==> config.mk <==
export PLATFORM = sky130hd
export DESIGN_NAME = clk_div_bank
export DESIGN_NICKNAME = d
export VERILOG_FILES = /design/src/rtl/clk_div_bank.sv
export SDC_FILE = /design/constraint.sdc
export NUM_CORES = 1
export LEC_CHECK = 0
export CORE_MARGIN = 1.5
export CORE_UTILIZATION = 35
export CTS_CLUSTER_DIAMETER = 150
export CTS_CLUSTER_SIZE = 12
export DETAILED_ROUTE_END_ITERATION = 16
export PLACE_DENSITY = 0.61
export SYNTH_ARGS = -nofsm -noshare
export SYNTH_HDL_FRONTEND = slang
export SYNTH_SLANG_ARGS = --single-unit
==> constraint.sdc <==
create_clock -name SystemClk -period 2.3 [get_ports SystemClk]
set_clock_uncertainty 0.1 [all_clocks]
set_input_delay 0.23 -clock SystemClk [delete_from_list [all_inputs] [get_ports SystemClk]]
set_output_delay 0.23 -clock SystemClk [all_outputs]
set_load 0.02 [all_outputs]
==> src/rtl/clk_div_bank.sv <==
// -----------------------------------------------------------------------------
// clk_div_bank
//   Bank of NUM_CH independent, runtime-programmable clock dividers running off
//   SystemClk. Each channel produces a 50%-duty divided clock with a period of
//   2*div SystemClk cycles. It also produces a one-cycle tick strobe on every
//   rising edge of that divided clock.
//
// Optional feature (macro CLKDIV_SYNC_EN):
//   Adds the sync_in input. A pulse on sync_in restarts the phase of every
//   enabled channel. This lets the UART baud clock be aligned to a start-bit
//   edge.
//
// Ports:
//   SystemClk  in   sole clock, all state updates on posedge
//   reset      in   synchronous, active-high reset
//   wr_en      in   divisor write strobe
//   wr_ch      in   [2:0] channel index for the write (>= NUM_CH is ignored)
//   wr_div     in   [CNT_W-1:0] new divisor, 0 disables the channel
//   sync_in    in   phase restart for all enabled channels (CLKDIV_SYNC_EN only)
//   clk_o      out  [NUM_CH-1:0] divided clocks
//   tick_o     out  [NUM_CH-1:0] one-cycle strobe on each clk_o 0->1 edge
//   active_o   out  [NUM_CH-1:0] channel divisor is nonzero
//
// Write-port handshake: there is no back-pressure. A write is taken on every
// posedge where wr_en=1 and reset=0. The divisor is accepted only if wr_ch
// addresses an existing channel.
// -----------------------------------------------------------------------------
module clk_div_bank #(
  parameter int                        NUM_CH  = 2,
  parameter int                        CNT_W   = 16,
  parameter logic [NUM_CH*CNT_W-1:0]   DIV_RST = {16'd326, 16'd1}
) (
  input  logic              SystemClk,
  input  logic              reset,
  input  logic              wr_en,
  input  logic [2:0]        wr_ch,
  input  logic [CNT_W-1:0]  wr_div,
`ifdef CLKDIV_SYNC_EN
  input  logic              sync_in,
`endif
  output logic [NUM_CH-1:0] clk_o,
  output logic [NUM_CH-1:0] tick_o,
  output logic [NUM_CH-1:0] active_o
);

  logic [CNT_W-1:0]  div_q [NUM_CH];
  logic [CNT_W-1:0]  div_d [NUM_CH];
  logic [CNT_W-1:0]  cnt_q [NUM_CH];
  logic [CNT_W-1:0]  cnt_d [NUM_CH];
  logic [NUM_CH-1:0] clk_q, clk_d;
  logic [NUM_CH-1:0] tick_q, tick_d;
  logic [NUM_CH-1:0] act_q, act_d;

  // Next-state logic. For each channel the order of precedence is:
  // a write to that channel, then the disabled hold, then the sync restart,
  // then normal counting. A write therefore swallows a terminal count that
  // falls in the same cycle.
  always_comb begin
    for (int i = 0; i < NUM_CH; i++) begin
      div_d[i]  = div_q[i];
      cnt_d[i]  = cnt_q[i];
      clk_d[i]  = clk_q[i];
      tick_d[i] = 1'b0;
      act_d[i]  = act_q[i];

      if (wr_en && (wr_ch == 3'(i))) begin
        div_d[i] = wr_div;
        cnt_d[i] = CNT_W'(1);
        clk_d[i] = 1'b0;
        act_d[i] = (wr_div != '0);
      end else if (div_q[i] == '0) begin
        cnt_d[i] = CNT_W'(1);
        clk_d[i] = 1'b0;
`ifdef CLKDIV_SYNC_EN
      end else if (sync_in) begin
        cnt_d[i] = CNT_W'(1);
        clk_d[i] = 1'b0;
`endif
      end else if (cnt_q[i] == div_q[i]) begin
        // The counter restarts at 1 and stops at div, so it never wraps.
        // This holds even when div is all-ones.
        clk_d[i]  = ~clk_q[i];
        cnt_d[i]  = CNT_W'(1);
        tick_d[i] = ~clk_q[i];
      end else begin
        cnt_d[i] = cnt_q[i] + CNT_W'(1);
      end
    end
  end

  always_ff @(posedge SystemClk) begin
    if (reset) begin
      for (int i = 0; i < NUM_CH; i++) begin
        div_q[i]  <= DIV_RST[i*CNT_W +: CNT_W];
        cnt_q[i]  <= CNT_W'(1);
        clk_q[i]  <= 1'b0;
        tick_q[i] <= 1'b0;
        act_q[i]  <= (DIV_RST[i*CNT_W +: CNT_W] != '0);
      end
    end else begin
      for (int i = 0; i < NUM_CH; i++) begin
        div_q[i]  <= div_d[i];
        cnt_q[i]  <= cnt_d[i];
        clk_q[i]  <= clk_d[i];
        tick_q[i] <= tick_d[i];
        act_q[i]  <= act_d[i];
      end
    end
  end

  assign clk_o    = clk_q;
  assign tick_o   = tick_q;
  assign active_o = act_q;

endmodule

==> impl_metrics.json, run 1 <==
{
  "layout.cells.most_common_list": "70 x dfxtp_1, 44 x xor2_1, 29 x nor3_1",
  "grt_pass1_vias": 2445,
  "synth-seq-cells": 70,
  "routed_wl_um": 7147,
  "rsz0062_at_grt": "false",
  "pwr_density_cell_nw_per_um2": 702.8,
  "place_inst": 445,
  "postCtsSetupRepairBufs": 0,
  "area_delta_synth_final_pct": 17.48,
  "vias_per_cell": 5.442,
  "crit_arrival_ns": 1.96,
  "gr-total-overflow": 0,
  "min-delay-start": "cnt_q[0][0]",
  "holdBufCountCts": 0,
  "n_antenna_cell": 0,
  "drv_cap": 0,
  "status": "finished clean",
  "worstMarginPinSlew_ns": 0.4805,
  "cpLargestDelayFamily": "simple AND/OR/NAND/NOR gates",
  "final_net_count": 372,
  "syn_area_um2": 3142,
  "drc": 0,
  "reg2reg_to": "cnt_q[0][2]",
  "crit_required_ns": 2.41,
  "numCtsBuffers": 9,
  "holdPathEnd": "cnt_q[0][0]",
  "die_y_um": 97.75,
  "globalplace.congestion": 0.8018,
  "final_cells": 459,
  "syn_inst": 319,
  "drtIter0Drc": 141,
  "die_w_um": 97.75,
  "power.leakage_nw": 1.462,
  "yosysSeqAreaShare_pct": 44.60,
  "maxSlewHeadroom_pct": 67.67,
  "drt-wirelength-per-cell_um": 15.57,
  "first_pass_iters": 4,
  "syn-num-nets": 343,
  "yosysWarningCount": 0,
  "htreeDepth": 3,
  "start_kind": "flop",
  "timing_hold_violations_final": 0,
  "tns_ns": 0,
  "layout_commonest_cell": "dfxtp_1",
  "setup_viol": 0,
  "crit_chain": "xor2_1 -> nor4_1 -> and4_1 -> buf_4 -> nor3_1",
  "cpMaxStageDelayCell": "nor4_1",
  "dieArea_um2": 9554,
  "cpPeakStageDelay_ns": 0.48,
  "synth.distinct_cells": 41,
  "fin_util_pct": 42.32,
  "timing.final.crit_share_pct": 80.61,
  "cp-end-kind": "flop",
  "core_um2": 8721,
  "fmax_mhz": 539.4,
  "critPathKind": "reg -> reg",
  "syn_avg_cell_area_um2": 9.849,
  "cts_sinks": 70,
  "cts_buffer_depth": 2,
  "cp_max_fo": 13,
  "grt_max_degree": 21,
  "insertion_delay_ns": 0.34,
  "numPortBuffers": 27,
  "clockRootBuffer": "clkbuf_8",
  "reg2reg_slack_ns": 0.45,
  "maxSlewViolCount": 0,
  "tritoncts": "yes",
  "clk_pin_slew_worst_paths_ns": 0.07,
  "ios": 28,
  "layout-drive-gt1-share_pct": 8.547,
  "path_buf_inv": 1,
  "track_usage_pct": 15.90,
  "row_count": 34,
  "whs_path_depth": 1,
  "grt_antenna_before_repair": 0,
  "postRouteAntennaNets": 0,
  "ctsResizeCount": 0,
  "grt_first_pass_wirelength_um": 12200,
  "vias": 2498,
  "start_util_pct": 36.03,
  "peakVddDrop_mv": 0.4684,
  "r2r_cells": 5,
  "holdCritPathClass": "reg -> reg",
  "final.min_clock_period_ns": 1.854,
  "total_power_mw": 2.594,
  "r2r_start": "cnt_q[0][13]",
  "hpwlAfterDp_um": 5263
}
[kinds of logic after synthesis]
logic type,Yosys count,synth area share [%]
muxes,2,0.6372
DFF,70,44.60
xor gates and xnor gates,55,15.33
buffers and inverters,21,3.345
adders and majority gates,2,0.7964
and+or+nand+nor,122,23.10
AOI/OAI and AO/OA,47,12.19
[registers in the layout, summed over array words and instances, names as in the netlist]
| register | flops |
|---|---|
| active_o | 2 |
| clk_o | 2 |
| cnt_q | 32 |
| div_q | 32 |
| tick_o | 2 |
[stage by stage]
step	hold WS, ns	area (um2)	worst slack, ns
floorplan	0.2491	3142	0.6687
global placement	0.3363	3517	0.2882
detailed placement	0.3481	3517	0.2539
CTS	0.3642	3691	0.4715
global route	0.3859	3691	0.3205
finish	0.3566	3691	0.4460
[cell type report]
cell class	instances	area (um2)
clock buffers	13	168.9
fillers	844	5030
repair buffers	35	330.3
inverters	4	15.01
well taps	108	135.1
flip-flops and latches	70	1401
multi-input cells	228	1635
clock inverters	1	5.005
[power by group]
part	switching [mW]	total [mW]	internal (mW)
Clock	0.422	0.889	0.467
Sequential	0.0595	1.33	1.27
Combinational	0.205	0.379	0.174
Total	0.687	2.59	1.91
[cells in the mapped netlist, drive strengths merged]
library cell / n / area share (%)
a211oi: 4 / 1.1
a21o: 1 / 0.24
a21oi: 4 / 0.76
a22o: 26 / 7.2
a22oi: 1 / 0.24
and2: 2 / 0.40
and3: 5 / 1.0
and4: 5 / 1.6
buf: 10 / 2.0
clkbuf: 7 / 0.88
dfxtp: 70 / 45
ha: 2 / 0.80
inv: 4 / 0.48
mux2i: 2 / 0.64
nand2: 14 / 1.9
nand2b: 1 / 0.44
nand3: 13 / 2.5
nand3b: 2 / 0.48
nand4: 14 / 2.8
nor2: 4 / 0.48
nor2b: 1 / 0.20
nor3: 30 / 4.9
nor3b: 3 / 0.72
nor4: 23 / 4.6
o211a: 1 / 0.32
o21ai: 4 / 0.64
o22a: 4 / 1.1
o31a: 1 / 0.28
o31ai: 1 / 0.24
or3: 4 / 0.80
or4: 1 / 0.36
xnor2: 11 / 3.1
xor2: 44 / 12
[how the worst max path moves through the flow]
stage                 startpoint  slack, ns  cells past startpoint            to
global route        cnt_q[0][27]       0.32                      5      clk_o[1]
detailed placement         wr_en       0.25                      5  cnt_q[0][11]
finish              cnt_q[0][13]       0.45                      5   cnt_q[0][2]
global placement           wr_en       0.29                      6   cnt_q[0][1]
floorplan           cnt_q[0][27]       0.67                      7  cnt_q[0][24]
CTS                 div_q[0][10]       0.47                      4   cnt_q[0][6]
[worst register-to-register path: cells and delay by family, from the launching register on]
| family | cells | cell delay (ns) |
|---|---|---|
| DFF | 1 | 0.36 |
| xor gates and xnor gates | 1 | 0.15 |
| and+or+nand+nor | 3 | 0.89 |
| buffers and inverters | 1 | 0.22 |
[metal layers]
layer / vias up / wire, um / GRT usage (%)
met5: - / 0 / 0
met1: 1200 / 3753 / 24.10
met4: 0 / 147 / 6.923
met3: 11 / 238 / 2.649
met2: 48 / 3008 / 22.06
li1: 1239 / - / -
No activity file was read; power rests on OpenSTA's default activity.
==> inputs of run 2 (changes only) <==
--- a/config.mk
+++ b/config.mk
@@ -10,7 +10,7 @@
 export CTS_CLUSTER_DIAMETER = 150
 export CTS_CLUSTER_SIZE = 12
 export DETAILED_ROUTE_END_ITERATION = 16
-export PLACE_DENSITY = 0.61
+export PLACE_DENSITY = 0.63
 export SYNTH_ARGS = -nofsm -noshare
 export SYNTH_HDL_FRONTEND = slang
 export SYNTH_SLANG_ARGS = --single-unit
==> constraint.sdc (replaced) <==
create_clock -name SystemClk -period 1.5 [get_ports SystemClk]
set_clock_uncertainty 0.1 [all_clocks]
set_input_delay 0.15 -clock SystemClk [delete_from_list [all_inputs] [get_ports SystemClk]]
set_output_delay 0.15 -clock SystemClk [all_outputs]
set_load 0.02 [all_outputs]
==> impl_metrics.json, run 2 (synthesized netlist as in run 1, its figures left out) <==
{
  "status": "complete, but fails checks",
  "violations": "setup timing",
  "p_clk_share_pct": 30.7,
  "gr-total-overflow": 0,
  "cts_sinks": 70,
  "die_w_um": 97.75,
  "vias": 2872,
  "pwr_density_cell_nw_per_um2": 902.9,
  "switching_share_pct": 28.00,
  "drv_cap": 0,
  "drc": 0,
  "crit_arrival_ns": 1.80,
  "holdWs_ns": 0.3460,
  "hpwlAfterDp_um": 6003,
  "area_delta_synth_final_pct": 53.21,
  "numPortBuffers": 27,
  "crit_required_ns": 1.63,
  "p_int_mw": 3.129,
  "layout.cells.most_common_list": "92 x buf_4, 57 x dfxtp_1, 42 x xor2_1",
  "r2r_cells": 7,
  "core_um2": 8721,
  "drt-wirelength-per-cell_um": 15.69,
  "layout-drive-gt1-share_pct": 41.61,
  "share_seq_of_total_power_pct": 46.3,
  "cp_max_fo": 6,
  "fillCellCount": 749,
  "dieArea_um2": 9554,
  "peakVddDrop_mv": 0.5627,
  "die_y_um": 97.75,
  "combPwrFrac_pct": 23.0,
  "insertion_delay_ns": 0.34,
  "power.leakage_nw": 2.057,
  "whs_path_depth": 1,
  "crit_end": "cnt_q[0][29]",
  "cts_buffer_depth": 2,
  "grt_antenna_before_repair": 0,
  "reg2reg_to": "cnt_q[0][29]",
  "numCtsBuffers": 9,
  "r2r_start": "cnt_q[0][16]",
  "postRouteAntennaNets": 0,
  "clockRootBuffer": "clkbuf_8",
  "timing_hold_violations_final": 0,
  "worstMarginPinSlew_ns": 0.3805,
  "total_power_mw": 4.346,
  "routed_wl_um": 8709,
  "final_cells": 555,
  "p_sw_mw": 1.217,
  "maxSlewHeadroom_pct": 74.40,
  "holdCritPathClass": "reg -> reg",
  "rsz0062_at_grt": "true",
  "final.min_clock_period_ns": 1.673,
  "track_usage_pct": 18.17,
  "final_net_count": 468,
  "clk_pin_slew_worst_paths_ns": 0.08,
  "grt_max_degree": 21,
  "tritoncts": "yes",
  "grt_pass1_vias": 2942,
  "maxSlewViolCount": 0,
  "globalplace.congestion": 0.8160,
  "grt_first_pass_wirelength_um": 13940,
  "setup_viol": 35,
  "critical_path.startpoint": "cnt_q[0][16]",
  "vias_per_cell": 5.175,
  "start_kind": "flop",
  "critPathKind": "reg -> reg",
  "first_pass_iters": 4,
  "timing.final.crit_share_pct": 111.6,
  "worst_slack_ns": -0.1734,
  "fmax_mhz": 597.6,
  "cp-end-kind": "flop",
  "row_count": 34,
  "htreeDepth": 3,
  "ios": 28,
  "start_util_pct": 36.03,
  "n_antenna_cell": 0,
  "place_inst": 527,
  "reg2reg_slack_ns": -0.17,
  "layout_commonest_cell": "buf_4",
  "top_regs": "cnt_q x32, div_q x32",
  "drtIter0Drc": 87
}
## run 2: power by group through the flow
stage	logic (mW)	clock network (mW)	registers, mW
final	0.999	1.33	2.01
after global routing	1.08	1.42	2.03
after CTS	0.922	1.35	2.01
after detailed placement	0.774	0	2.06
after global placement	0.767	0	2.05
after floorplan	0.409	0	2.08
## run 2: worst min path at each step
stage	slack, ns	from	end
after CTS	0.35	wr_div[0]	div_q[0][0]
after global placement	0.34	cnt_q[0][0]	cnt_q[0][0]
after floorplan	0.17	wr_div[1]	div_q[0][17]
final	0.35	cnt_q[0][0]	cnt_q[0][0]
after detailed placement	0.33	cnt_q[0][0]	cnt_q[0][0]
after global routing	0.37	cnt_q[0][0]	cnt_q[0][0]
## run 2: worst max-delay path: stages (launching register included)
cell and delay, ns:
dfxtp_4 0.36, xor2_2 0.15, nor4_2 0.29, buf_4 0.16
and4_4 0.25, buf_12 0.14, buf_12 0.10, a211oi_2 0.03
## run 2: layer usage
layer  up-vias  routed length [um]  GRT usage [%]
li1       1432                   -              -
met1      1386                4258          24.50
met2        45                4080          29.01
met3         9                 238          3.150
met4         0                 131          7.253
met5         -                   0              0
## run 2: layout make-up
cell class / count / area [um2] / area share [%]
multi-input cells: 228 / 1913 / 39.75
flip-flops and latches: 70 / 1428 / 29.66
repair buffers: 131 / 1157 / 24.04
clock buffers: 12 / 155.1 / 3.223
well taps: 108 / 135.1 / 2.807
inverters: 4 / 15.01 / 0.3119
clock inverters: 2 / 10.01 / 0.2080
## run 2: timing repair
action,CTS,global route
gates cloned,2,1
setup buffers,2,10
pin swaps,14,23
resized for setup,39,28
endpoints found under the hold margin,0,0
endpoints found under the setup margin,39,40
hold buffers,0,0
## run 2: through the flow
step | TNS, ns | instance area, um2 | worst slack [ns] | util (%)
CTS | -4.307 | 4587 | -0.1827 | 52.60
global route | -6.992 | 4813 | -0.2879 | 55.19
detailed placement | -13.20 | 4238 | -0.2797 | 48.59
global placement | -11.68 | 4238 | -0.2390 | 48.59
floorplan | -0.4187 | 3234 | -0.04991 | -
finish | -4.462 | 4813 | -0.1734 | 55.19
